**config.mk**
```make
export PLATFORM = sky130hd
export DESIGN_NAME = shift_ctrl
export DESIGN_NICKNAME = d
export VERILOG_FILES = /design/src/rtl/shift_ctrl_pkg.sv /design/src/rtl/shift_tick_gen.sv /design/src/rtl/shift_ctrl.sv
export SDC_FILE = /design/constraint.sdc
export NUM_CORES = 1
export LEC_CHECK = 0
export BUFFER_PORTS_ARGS = -buffer_cell sky130_fd_sc_hd__buf_2
export CORE_UTILIZATION = 54
export DETAILED_ROUTE_END_ITERATION = 10
export PLACE_DENSITY = 0.77
export SLEW_MARGIN = 30
export SYNTH_ARGS = -nofsm -noshare
export SYNTH_HDL_FRONTEND = slang
export SYNTH_SLANG_ARGS = --single-unit
```
**constraint.sdc**
```tcl
create_clock -name clk -period 2.26 [get_ports clk]
set_clock_uncertainty 0.1 [all_clocks]
set_input_delay 0.339 -clock clk [delete_from_list [all_inputs] [get_ports clk]]
set_output_delay 0.339 -clock clk [all_outputs]
set_load 0.01 [all_outputs]
```
**src/rtl/shift_ctrl_pkg.sv**
```systemverilog
// shift_ctrl_pkg
// Shared types and helpers for the serial shift controller.
//   state_t     : controller state (IDLE, SHIFT, PARITY, DONE)
//   STATE_W     : state encoding width
//   ctr_width() : counter width for a count range of n, at least one bit
// Optional feature macro used by the controller: SHIFT_CTRL_PARITY_EN.
package shift_ctrl_pkg;

    localparam int STATE_W = 2;

    typedef enum logic [STATE_W-1:0] {
        ST_IDLE   = 2'd0,
        ST_SHIFT  = 2'd1,
        ST_PARITY = 2'd2,
        ST_DONE   = 2'd3
    } state_t;

    // Width needed to hold values 0..n-1; a single bit when n is 1.
    function automatic int ctr_width(input int n);
        return (n <= 1) ? 1 : $clog2(n);
    endfunction

endpackage

```
**src/rtl/shift_tick_gen.sv**
```systemverilog
// shift_tick_gen
// Bit-period divider: counts clock cycles while enabled and flags the last
// cycle of each DIV-cycle bit period.
//   clk   : rising-edge clock
//   reset : synchronous, active-high reset
//   clear : restart the period from zero (word accepted)
//   en    : count this cycle (a bit is being driven)
//   tick  : high on the final cycle of the current bit period
module shift_tick_gen
    import shift_ctrl_pkg::*;
#(
    parameter int DIV = 1
) (
    input  logic clk,
    input  logic reset,
    input  logic clear,
    input  logic en,
    output logic tick
);

    localparam int              DW       = ctr_width(DIV);
    localparam logic [DW-1:0]   DIV_LAST = DW'(DIV - 1);

    logic [DW-1:0] divcnt_q;
    logic [DW-1:0] divcnt_d;

    assign tick = en && (divcnt_q == DIV_LAST);

    // Wraps to zero on the terminal count so it never runs past DIV-1.
    always_comb begin
        divcnt_d = divcnt_q;
        if (clear) begin
            divcnt_d = '0;
        end else if (en) begin
            divcnt_d = tick ? '0 : divcnt_q + DW'(1);
        end
    end

    always_ff @(posedge clk) begin
        if (reset) begin
            divcnt_q <= '0;
        end else begin
            divcnt_q <= divcnt_d;
        end
    end

endmodule

```
**src/rtl/shift_ctrl.sv**
```systemverilog
// shift_ctrl
// Accepts a parallel word over valid/ready and shifts it out MSB-first,
// holding every bit for DIV clock cycles, then pulses done for one cycle.
// One word in flight at a time.
//   clk, reset  : clock, synchronous active-high reset
//   in_data     : parallel word (WIDTH bits)
//   in_valid    : producer offers in_data
//   in_ready    : controller is IDLE and will take a word
//   sout        : serial data, MSB first
//   sout_valid  : sout carries a data (or parity) bit
//   busy        : word in flight
//   done        : one-cycle pulse after the last bit
// Handshake: a word transfers on a rising edge where in_valid && in_ready;
// in_ready depends only on registered state, never on in_valid.
// Optional feature: define SHIFT_CTRL_PARITY_EN to append an even-parity
// bit (^in_data captured at accept) after the LSB, held for DIV cycles.
// state_q is the observable FSM state for checkers.
module shift_ctrl
    import shift_ctrl_pkg::*;
#(
    parameter int WIDTH = 8,
    parameter int DIV   = 1
) (
    input  logic             clk,
    input  logic             reset,
    input  logic [WIDTH-1:0] in_data,
    input  logic             in_valid,
    output logic             in_ready,
    output logic             sout,
    output logic             sout_valid,
    output logic             busy,
    output logic             done
);

    localparam int            BW       = ctr_width(WIDTH);
    localparam logic [BW-1:0] BIT_LAST = BW'(WIDTH - 1);

    state_t           state_q, state_d;
    logic [WIDTH-1:0] shreg_q, shreg_d;
    logic [BW-1:0]    bitcnt_q, bitcnt_d;
    logic             in_ready_q, in_ready_d;
    logic             sout_q, sout_d;
    logic             sout_valid_q, sout_valid_d;
    logic             busy_q, busy_d;
    logic             done_q, done_d;
`ifdef SHIFT_CTRL_PARITY_EN
    logic             parity_q, parity_d;
`endif

    logic accept;
    logic tick_en;
    logic tick;

    assign accept  = (state_q == ST_IDLE) && in_valid;
    assign tick_en = (state_q == ST_SHIFT) || (state_q == ST_PARITY);

    shift_tick_gen #(.DIV(DIV)) u_tick_gen (
        .clk   (clk),
        .reset (reset),
        .clear (accept),
        .en    (tick_en),
        .tick  (tick)
    );

    always_comb begin
        state_d  = state_q;
        shreg_d  = shreg_q;
        bitcnt_d = bitcnt_q;
`ifdef SHIFT_CTRL_PARITY_EN
        parity_d = parity_q;
`endif
        case (state_q)
            ST_IDLE: begin
                if (accept) begin
                    shreg_d  = in_data;
                    bitcnt_d = '0;
                    state_d  = ST_SHIFT;
`ifdef SHIFT_CTRL_PARITY_EN
                    parity_d = ^in_data;
`endif
                end
            end
            ST_SHIFT: begin
                if (tick) begin
                    if (bitcnt_q != BIT_LAST) begin
                        shreg_d  = {shreg_q[WIDTH-2:0], 1'b0};
                        bitcnt_d = bitcnt_q + BW'(1);
                    end else begin
`ifdef SHIFT_CTRL_PARITY_EN
                        state_d = ST_PARITY;
`else
                        state_d = ST_DONE;
`endif
                    end
                end
            end
`ifdef SHIFT_CTRL_PARITY_EN
            ST_PARITY: begin
                if (tick) begin
                    state_d = ST_DONE;
                end
            end
`endif
            ST_DONE: begin
                state_d = ST_IDLE;
            end
            default: begin
                state_d = ST_IDLE;
            end
        endcase
    end

    // Outputs are registered from the next-state values so each one lines
    // up with the state it describes, with no path from in_valid.
    always_comb begin
        in_ready_d   = (state_d == ST_IDLE);
        busy_d       = (state_d == ST_SHIFT) || (state_d == ST_PARITY);
        sout_valid_d = busy_d;
        done_d       = (state_d == ST_DONE);
        sout_d       = 1'b0;
        if (state_d == ST_SHIFT) begin
            sout_d = shreg_d[WIDTH-1];
        end
`ifdef SHIFT_CTRL_PARITY_EN
        if (state_d == ST_PARITY) begin
            sout_d = parity_d;
        end
`endif
    end

    always_ff @(posedge clk) begin
        if (reset) begin
            state_q      <= ST_IDLE;
            shreg_q      <= '0;
            bitcnt_q     <= '0;
            in_ready_q   <= 1'b1;
            sout_q       <= 1'b0;
            sout_valid_q <= 1'b0;
            busy_q       <= 1'b0;
            done_q       <= 1'b0;
`ifdef SHIFT_CTRL_PARITY_EN
            parity_q     <= 1'b0;
`endif
        end else begin
            state_q      <= state_d;
            shreg_q      <= shreg_d;
            bitcnt_q     <= bitcnt_d;
            in_ready_q   <= in_ready_d;
            sout_q       <= sout_d;
            sout_valid_q <= sout_valid_d;
            busy_q       <= busy_d;
            done_q       <= done_d;
`ifdef SHIFT_CTRL_PARITY_EN
            parity_q     <= parity_d;
`endif
        end
    end

    assign in_ready   = in_ready_q;
    assign sout       = sout_q;
    assign sout_valid = sout_valid_q;
    assign busy       = busy_q;
    assign done       = done_q;

endmodule

```
==> results of run 1 <==
Yosys cell counts:
cell type  count  area, um^2
a22oi_1        7        52.6
nor3b_4        1        18.8
dfxtp_1       18         360
o32ai_1        1        8.76
o21a_4         1        15.0
a211oi_2       6        75.1
buf_1          1        3.75
or3_1          1        6.26
o31a_1         1        8.76
nand3b_1       3        22.5
buf_6          1        11.3
inv_1          4        15.0
nand4b_1       1        8.76
and4bb_1       1        12.5
nor2_1         1        3.75
and2_1         2        12.5
buf_4          1        7.51
nor2b_1        3        18.8
clkbuf_1       1        3.75
nand2b_1      12        75.1
nand2_1        2        7.51
or2_2          1        6.26
buf_2          3        15.0
a21oi_1        2        10.0
o22ai_1        7        43.8
o21ai_0        1        5.00
ha_1           8         100
nor4b_1        1        8.76
mux2_4         1        15.0
mux2i_1        4        40.0
worst max path at each step:
stage,start,endpoint,cells past startpoint
finish,state_q[0]$_SDFF_PP0_,sout$_SDFF_PP0_,8
global route,state_q[0]$_SDFF_PP0_,sout$_SDFF_PP0_,8
CTS,state_q[0]$_SDFF_PP0_,sout$_SDFF_PP0_,8
detailed placement,state_q[0]$_SDFF_PP0_,sout$_SDFF_PP0_,8
global placement,state_q[0]$_SDFF_PP0_,sout$_SDFF_PP0_,8
floorplan,state_q[1]$_SDFF_PP0_,sout$_SDFF_PP0_,8
cell type report:
class / instances / area [um^2] / area share, %
Clock buffer: 3 / 22.5 / 2.07
Inverter: 4 / 15.0 / 1.38
Multi-Input combinational cell: 68 / 576 / 52.9
Sequential cell: 18 / 360 / 33.1
Tap cell: 25 / 31.3 / 2.88
Timing Repair Buffer: 16 / 82.6 / 7.59
routing by layer:
metal | global-route usage, % | wire length [um]
met5 | 0 | 0
met4 | 13.9 | 48
met3 | 5.20 | 71
met2 | 32.1 | 786
met1 | 25.6 | 859
metrics by stage:
| step | std cells | worst slack [ps] | hold WS (ps) | total power, mW |
|---|---|---|---|---|
| 2_1_floorplan | 97 | 537 | 349 | 0.529 |
| 3_3_place_gp | 131 | 377 | 366 | 0.563 |
| 3_5_place_dp | 131 | 287 | 373 | 0.567 |
| 4_1_cts | 134 | 267 | 229 | 0.725 |
| 5_1_grt | 134 | 56.0 | 258 | 0.759 |
| 6_report | 134 | 262 | 235 | 0.719 |
sequential cells by signal (all words and copies together), names as in the netlist:
name / cells
busy: 1
in_ready: 1
sout: 1
state_q: 2
u_tick_gen.divcnt_q: 1
shreg_q: 8
bitcnt_q: 3
done: 1
worst register-to-register path, cell delays in order, from the launching register on:
cell and delay, ps:
dfxtp_1 400, inv_1 60, ha_1 240, nor2b_1 150, o21ai_0 290, and2_1 220
ha_1 200, nand2_1 60, o32ai_1 200
cell families after synthesis:
family / synth area share [%]
flops: 36.3
compound gates: 22.1
mux: 5.55
buf+inv: 5.67
fa+ha+maj: 10.1
simple gates: 20.3
cells in the final DEF, fill, tap and decap left out:
| cell | count |
|---|---|
| dfxtp_1 | 18 |
| buf_2 | 15 |
| nand2b_1 | 12 |
| ha_1 | 8 |
| a22oi_1 | 7 |
| o22ai_1 | 7 |
| a211oi_2 | 6 |
| inv_1 | 4 |
| mux2i_1 | 4 |
| nor2b_1 | 3 |
| nand3b_1 | 3 |
| clkbuf_4 | 3 |
| a21oi_1 | 2 |
| nand2_1 | 2 |
| and2_1 | 2 |
| o31a_1 | 1 |
| nand4b_1 | 1 |
| o21ai_0 | 1 |
| nor3b_4 | 1 |
| mux2_4 | 1 |
| o21a_4 | 1 |
| and4bb_1 | 1 |
| or2_2 | 1 |
| o32ai_1 | 1 |
| nor4b_1 | 1 |
| nor2_1 | 1 |
| or3_1 | 1 |
| buf_4 | 1 |
power groups by stage:
stage	Combinational, mW	Clock (mW)	Sequential, mW
after global routing	0.217	0.176	0.367
after global placement	0.193	0	0.370
final	0.196	0.159	0.363
after detailed placement	0.197	0	0.370
after floorplan	0.160	0	0.368
after CTS	0.198	0.165	0.363
==> results.sh, run 1 <==
export IMPL_outcome="finished clean"
export IMPL_worstHoldStart="in_data[0]"
export IMPL_critical_path_buf_inv_count=1
export IMPL_clkTransAtPathRegs_ps=100
export IMPL_final_setup_tns_ps=0
export IMPL_synth_seq_cells=18
export IMPL_clock_sinks=18
export IMPL_leakage_nw=0.432
export IMPL_crit_chain="inv_1 > ha_1 > nor2b_1 > o21ai_0 > and2_1 > ha_1 > nand2_1 > o32ai_1"
export IMPL_overflow=0
export IMPL_worstSkewPairLatency_ps=300
export IMPL_fin_crit_sh_pct=88.4
export IMPL_holdPathEnd="shreg_q[0]$_SDFFE_PP0P_"
export IMPL_routed_wl_um=1770
export IMPL_rsz0062_at_grt="no"
export IMPL_numCtsBuffers=3
export IMPL_cellInternalPower_uw=501
export IMPL_num_rows=15
export IMPL_synth_cell_types=30
export IMPL_maxCapViolations=0
export IMPL_combPwrFrac_pct=27.3
export IMPL_endpoint_kind="flip-flop"
export IMPL_seq_area_frac_synth_pct=36.3
export IMPL_die_w_um=44.9
export IMPL_p_switching_uw=218
export IMPL_p_seq_share_pct=50.6
export IMPL_drc_errors=0
export IMPL_synthCells=97
export IMPL_pin_count=16
export IMPL_path_max_fanout=4
export IMPL_critPathSlowestCell="dfxtp_1"
export IMPL_place_area_um2=1060
export IMPL_dp_hpwl_um=1260
export IMPL_cellPowerDensity_nw_per_um2=661
export IMPL_hp_class="primary input to flip-flop"
export IMPL_setup_viol=0
export IMPL_yosysWarnings=0
export IMPL_holdPathStages=3
export IMPL_postCtsSetupRepairBufs=0
export IMPL_die_h_um=44.9
export IMPL_clk_path_buf_depth=2
export IMPL_grt_pass1_wl_um=2950
export IMPL_post_route_min_period_ps=2000
export IMPL_dieArea_um2=2010
export IMPL_nFillCells=158
export IMPL_ant_nets=0
export IMPL_drive_gt1_share_pct=26.6
export IMPL_synth_area_um2=992
export IMPL_fmax_mhz=501
export IMPL_drtIter0Drc=12
export IMPL_postLayoutCoreUtil_pct=63.0
export IMPL_numPortBuffers=15
export IMPL_p_clk_share_pct=22.2
export IMPL_relSlewSlack_pct=72.6
export IMPL_drtPass1Iterations=4
export IMPL_grt_pass1_vias=690
export IMPL_coreArea_um2=1730
export IMPL_ctsResizeCount=0
export IMPL_slew_violations=0
export IMPL_ff2ff_setup_slack_ps=260
export IMPL_root_buffer="clkbuf_4"
export IMPL_cpMostUsedCell="ha_1"
export IMPL_h_tree_depth=1
export IMPL_critPathRequiredTime_ps=2370
export IMPL_hold_viol_final=0
export IMPL_rr_startpoint="state_q[0]$_SDFF_PP0_"
export IMPL_grt_start_max_net_pins=25
export IMPL_vias_per_cell=5.65
export IMPL_avgSynthCellArea_um2=10.2
export IMPL_final_nets=130
export IMPL_ff2ff_path_depth=8
export IMPL_initial_utilization_pct=57.5
export IMPL_rr_endpoint="sout$_SDFF_PP0_"
export IMPL_num_antenna_cells=0
export IMPL_cp_start_kind="flip-flop"
export IMPL_route_detailed_wl_per_inst_um=13.2
export IMPL_num_vias=757
export IMPL_irDropWorstVdd_uv=326
export IMPL_cts_tree="built"
export IMPL_antenna_found_initial=0
export IMPL_final_cell_area_um2=1090
export IMPL_slowest_delay_ps=400
export IMPL_crit_type="flip-flop to flip-flop"
export IMPL_tightestPinTransition_ps=410
export IMPL_synth_fp_nets=116
export IMPL_grt_usage_pct=20.8
export IMPL_p_sw_share_pct=30.3
export IMPL_gp_congestion=0.778
export IMPL_critPathTopFamily="compound AO/OA/AOI/OAI gates"
export IMPL_area_growth_pct=9.58
export IMPL_worstPathArrival_ps=2110
export IMPL_hold_buffers=0
Power figures use the tool's default switching activity.
==> inputs of run 2 (changes only) <==
- CELL_PAD_IN_SITES_DETAIL_PLACEMENT: default -> 0
- CELL_PAD_IN_SITES_GLOBAL_PLACEMENT: default -> 1
- CORE_UTILIZATION: 54 -> 42
- PLACE_DENSITY: 0.77 -> default
- PLACE_DENSITY_LB_ADDON: default -> 0.1
==> results.sh, run 2 (same netlist as run 1, synthesis figures left out) <==
export IMPL_endpoint_kind="flip-flop"
export IMPL_hold_viol_final=0
export IMPL_num_rows=17
export IMPL_grt_usage_pct=18.0
export IMPL_final_setup_tns_ps=0
export IMPL_critical_path_buf_inv_count=1
export IMPL_top_usage_layer="met2"
export IMPL_grt_pass1_wl_um=3310
export IMPL_slew_violations=0
export IMPL_vias_per_cell=5.29
export IMPL_die_h_um=50.6
export IMPL_irDropWorstVdd_uv=378
export IMPL_critPathRequiredTime_ps=2380
export IMPL_worstPathArrival_ps=2030
export IMPL_root_buffer="clkbuf_4"
export IMPL_numCtsBuffers=3
export IMPL_routed_wl_um=1910
export IMPL_drc_errors=0
export IMPL_reg_top3="shreg_q (8), bitcnt_q (3), state_q (2)"
export IMPL_fmax_mhz=524
export IMPL_pin_count=16
export IMPL_mostFrequentLayoutCell="dfxtp_1"
export IMPL_dp_hpwl_um=1440
export IMPL_num_vias=735
export IMPL_die_w_um=50.6
export IMPL_path_max_fanout=4
export IMPL_grtUsageMet1_pct=22.7
export IMPL_cpMostUsedCell="ha_1"
export IMPL_outcome="finished clean"
export IMPL_crit_chain="inv_1 > ha_1 > nor2b_1 > o21ai_0 > and2_1 > ha_1 > nand2_1 > o32ai_1"
export IMPL_final_nets=131
export IMPL_worstSkewPairLatency_ps=300
export IMPL_grt_start_max_net_pins=25
export IMPL_ctsResizeCount=0
export IMPL_fin_crit_sh_pct=84.5
export IMPL_leakage_nw=0.445
export IMPL_largest_reg_flops=8
export IMPL_final_cell_mix="18 x dfxtp_1, 15 x buf_2, 12 x nand2b_1"
export IMPL_clk_path_buf_depth=2
export IMPL_h_tree_depth=1
export IMPL_area_growth_pct=12.1
export IMPL_critPathSlowestCell="dfxtp_1"
export IMPL_overflow=0
export IMPL_relSlewSlack_pct=72.2
export IMPL_drtIter0Drc=13
export IMPL_clkTransAtPathRegs_ps=110
export IMPL_post_route_min_period_ps=1910
export IMPL_cts_tree="built"
export IMPL_use_met3_pct=4.24
export IMPL_drive_gt1_share_pct=27.9
export IMPL_setup_viol=0
export IMPL_critPathTopFamily="compound AO/OA/AOI/OAI gates"
export IMPL_slowest_delay_ps=390
export IMPL_cellPowerDensity_nw_per_um2=694
export IMPL_coreArea_um2=2210
export IMPL_hold_buffers=0
export IMPL_drtPass1Iterations=4
export IMPL_grt_pass1_vias=732
export IMPL_dieArea_um2=2560
export IMPL_route_detailed_wl_per_inst_um=13.8
export IMPL_gp_congestion=0.708
export IMPL_num_antenna_cells=0
export IMPL_ant_nets=0
export IMPL_maxCapViolations=0
export IMPL_largest_register="shreg_q"
export IMPL_cp_start_kind="flip-flop"
export IMPL_grt_use_met2_pct=28.2
export IMPL_antenna_found_initial=0
export IMPL_numPortBuffers=15
export IMPL_postLayoutCoreUtil_pct=50.3
export IMPL_initial_utilization_pct=44.9
export IMPL_rsz0062_at_grt="no"
export IMPL_clock_sinks=18
export IMPL_hp_class="primary input to flip-flop"
export IMPL_tightestPinTransition_ps=418
export IMPL_crit_type="flip-flop to flip-flop"
export IMPL_postCtsSetupRepairBufs=0
## run 2: changes by cell type in the layout (fill, tap and decap cells not counted)
cell and change:
buf_4 +1, clkbuf_8 +1
## run 2: metal layers
layer,wire length (um),vias to the layer above
li1,-,379
met1,939,337
met2,851,14
met3,82,5
met4,41,0
met5,0,-
## run 2: worst min-delay path, delay by kind of cell
family                 cells  cell delay (ps)
buffers and inverters      1              100
multiplexers               1               70
AND/OR/NAND/NOR            1               80
## run 2: where the power goes
part	internal, mW	total, mW	switching (mW)	leakage (nW)
Clock	0.0984	0.206	0.107	0.0210
Combinational	0.0962	0.202	0.106	0.276
Sequential	0.345	0.363	0.0183	0.147
Total	0.540	0.772	0.232	0.445
## run 2: worst paths after layout
kind                              start                      end  slack, ps  depth (start not counted)
hold reg to reg   shreg_q[7]$_SDFF_PP0_          sout$_SDFF_PP0_        390                          2
setup / recovery  state_q[0]$_SDFF_PP0_          sout$_SDFF_PP0_        350                          8
hold / removal               in_data[0]  shreg_q[0]$_SDFFE_PP0P_        220                          3
setup reg to reg  state_q[0]$_SDFF_PP0_          sout$_SDFF_PP0_        350                          8
## run 2: area by class of cell
cell class              instances  area (um^2)
well taps                      28         35.0
repair buffers                 17         90.1
clock buffers                   4         36.3
inverters                       4         15.0
multi-input cells              68          576
fillers                       225         1100
flip-flops and latches         18          360
## run 2: stage by stage
stage               total power, mW  area, um^2  instances  worst slack [ps]  hold slack, ps
global placement              0.574        1080        135               330             375
detailed placement            0.575        1080        135               373             367
floorplan                     0.529         992         97               537             349
global route                  0.817        1110        139               130             218
finish                        0.772        1110        139               351             216
CTS                           0.775        1110        139               339             222
==> inputs of run 3 (changes only) <==
- ABC_AREA: default -> 1
- CORE_UTILIZATION: 42 -> 38
- clock period: 2.26 -> 1.9 ns (I/O delays scaled with it)
==> results.sh, run 3 <==
export IMPL_largest_reg_flops=8
export IMPL_h_tree_depth=1
export IMPL_ff2ff_setup_slack_ps=210
export IMPL_clkTransAtPathRegs_ps=100
export IMPL_root_buffer="clkbuf_4"
export IMPL_dieArea_um2=2710
export IMPL_synth_top_area_share_pct=37.8
export IMPL_initial_utilization_pct=41.5
export IMPL_tightestPinTransition_ps=385
export IMPL_outcome="finished clean"
export IMPL_hold_buffers=0
export IMPL_p_total_mw=1.02
export IMPL_routed_wl_um=1730
export IMPL_fin_crit_sh_pct=89.1
export IMPL_irDropWorstVdd_uv=462
export IMPL_cp_start_kind="flip-flop"
export IMPL_synthCells=140
export IMPL_yosysWarnings=0
export IMPL_largest_register="shreg_q"
export IMPL_final_cell_mix="39 x nand2_1, 24 x nor2_1, 20 x inv_1"
export IMPL_num_antenna_cells=0
export IMPL_seq_area_frac_synth_pct=37.8
export IMPL_synth_cell_types=18
export IMPL_drtIter0Drc=7
export IMPL_ctsResizeCount=0
export IMPL_grt_pass1_vias=780
export IMPL_reg_top3="shreg_q (8), bitcnt_q (3), state_q (2)"
export IMPL_synth_edff_count=0
export IMPL_crit_type="flip-flop to flip-flop"
export IMPL_num_vias=843
export IMPL_vias_per_cell=4.61
export IMPL_cts_tree="built"
export IMPL_dp_hpwl_um=1310
export IMPL_synth_seq_cells=18
export IMPL_synth_ff_type="dfxtp_1"
export IMPL_antenna_found_initial=0
export IMPL_cellPowerDensity_nw_per_um2=958
export IMPL_clock_sinks=18
export IMPL_grt_usage_pct=16.2
export IMPL_ys_top_cells_by_count="39 x nand2_1, 25 x nor2_1, 20 x inv_1"
export IMPL_synth_area_um2=953
export IMPL_synth_most_common_cell="nand2_1"
export IMPL_final_setup_tns_ps=0
export IMPL_leakage_nw=0.538
export IMPL_pin_count=16
export IMPL_avgSynthCellArea_um2=6.81
export IMPL_post_route_min_period_ps=1690
export IMPL_postLayoutCoreUtil_pct=46.5
export IMPL_area_growth_pct=12.1
export IMPL_die_h_um=52.1
export IMPL_endpoint_kind="flip-flop"
export IMPL_postCtsSetupRepairBufs=0
export IMPL_async_reset_ff_share_pct=0
export IMPL_num_rows=17
export IMPL_coreArea_um2=2300
export IMPL_setup_viol=0
export IMPL_slew_violations=0
export IMPL_maxCapViolations=0
export IMPL_overflow=0
export IMPL_route_detailed_wl_per_inst_um=9.47
export IMPL_synthTopCellsByArea="dfxtp_1 38%, nand2_1 15%, ha_1 10%"
export IMPL_timing_hold_ws_ps=148
export IMPL_ff2ff_path_depth=9
export IMPL_worstPathArrival_ps=1770
export IMPL_grt_pass1_wl_um=3210
export IMPL_gp_congestion=0.743
export IMPL_yosys_area_top_type="dfxtp_1"
export IMPL_ant_nets=0
export IMPL_drive_gt1_share_pct=16.1
export IMPL_drtPass1Iterations=3
export IMPL_final_nets=176
export IMPL_grt_start_max_net_pins=14
export IMPL_critPathRequiredTime_ps=1980
export IMPL_worstSkewPairLatency_ps=280
export IMPL_drc_errors=0
export IMPL_hold_viol_final=0
export IMPL_die_w_um=52.1
export IMPL_synth_fp_nets=159
export IMPL_hp_class="primary input to flip-flop"
export IMPL_clk_path_buf_depth=2
export IMPL_path_max_fanout=4
export IMPL_numPortBuffers=15
export IMPL_rsz0062_at_grt="no"
export IMPL_holdPathStages=2
export IMPL_fmax_mhz=591
export IMPL_mostFrequentLayoutCell="nand2_1"
export IMPL_numCtsBuffers=3
export IMPL_relSlewSlack_pct=74.3
run 3: changes by cell type in the layout (fill, tap and decap cells not counted), sizes merged, moves of 3 or more:
| cell | before | now |
|---|---|---|
| nand2 | 2 | 41 |
| nor2 | 1 | 26 |
| inv | 4 | 20 |
| nand2b | 12 | 0 |
| a22oi | 7 | 0 |
| o22ai | 7 | 0 |
| a211oi | 6 | 0 |
| o21ai | 1 | 7 |
| a21oi | 2 | 7 |
| nand3 | 0 | 5 |
| mux2i | 4 | 0 |
| nand3b | 3 | 0 |
| nor2b | 3 | 0 |
run 3: per-stage QoR:
stage	std cells	area, um^2	setup WS, ps
2_1_floorplan	140	953	248
3_3_place_gp	180	1040	186
3_5_place_dp	180	1040	143
4_1_cts	183	1070	136
5_1_grt	183	1070	62.9
6_report	183	1070	207
run 3: final cells by class:
cell class	instances	area (um^2)
fill	247	1230
sequential	18	360
clock buffer	3	22.5
timing repair buffer	17	90.1
tap	28	35.0
inverter	20	75.1
multi-input combinational	97	485
run 3: report_power, final:
part	switching [mW]	total, mW	internal, mW
registers	0.0309	0.473	0.442
clock network	0.108	0.181	0.0735
logic	0.228	0.370	0.142
total	0.367	1.02	0.657
run 3: cell families (layout without fill, tap and decap cells):
kind of cell	count (synthesis)	count (layout)	share of synthesized area (%)
fa+ha+maj	8	8	10.5
compound gates	14	14	7.35
buf+inv	25	40	11.5
simple gates	75	75	32.8
flops	18	18	37.8
run 3: routing by layer:
| metal | GRT usage (%) | wire length (um) | share of wire [%] |
|---|---|---|---|
| met1 | 20.2 | 881 | 51 |
| met2 | 26.3 | 770 | 44 |
| met5 | 0 | 0 | 0 |
| met4 | 8.11 | 17 | 0.98 |
| met3 | 3.22 | 63 | 3.6 |
run 3: final timing paths:
check                                      to                              from
max                       in_ready$_SDFF_PP1_             state_q[1]$_SDFF_PP0_
min                           done$_SDFF_PP0_                             reset
max reg2reg               in_ready$_SDFF_PP1_             state_q[1]$_SDFF_PP0_
min reg2reg  u_tick_gen.divcnt_q$_SDFFE_PP0P_  u_tick_gen.divcnt_q$_SDFFE_PP0P_
run 3: critical path, cell delays in order (launching register included):
cell and delay (ps):
dfxtp_1 320, inv_1 90, ha_1 210, inv_1 60, nor2_2 140, o21ai_0 90, nand2_1 80, inv_1 70
ha_1 160, or2_2 260
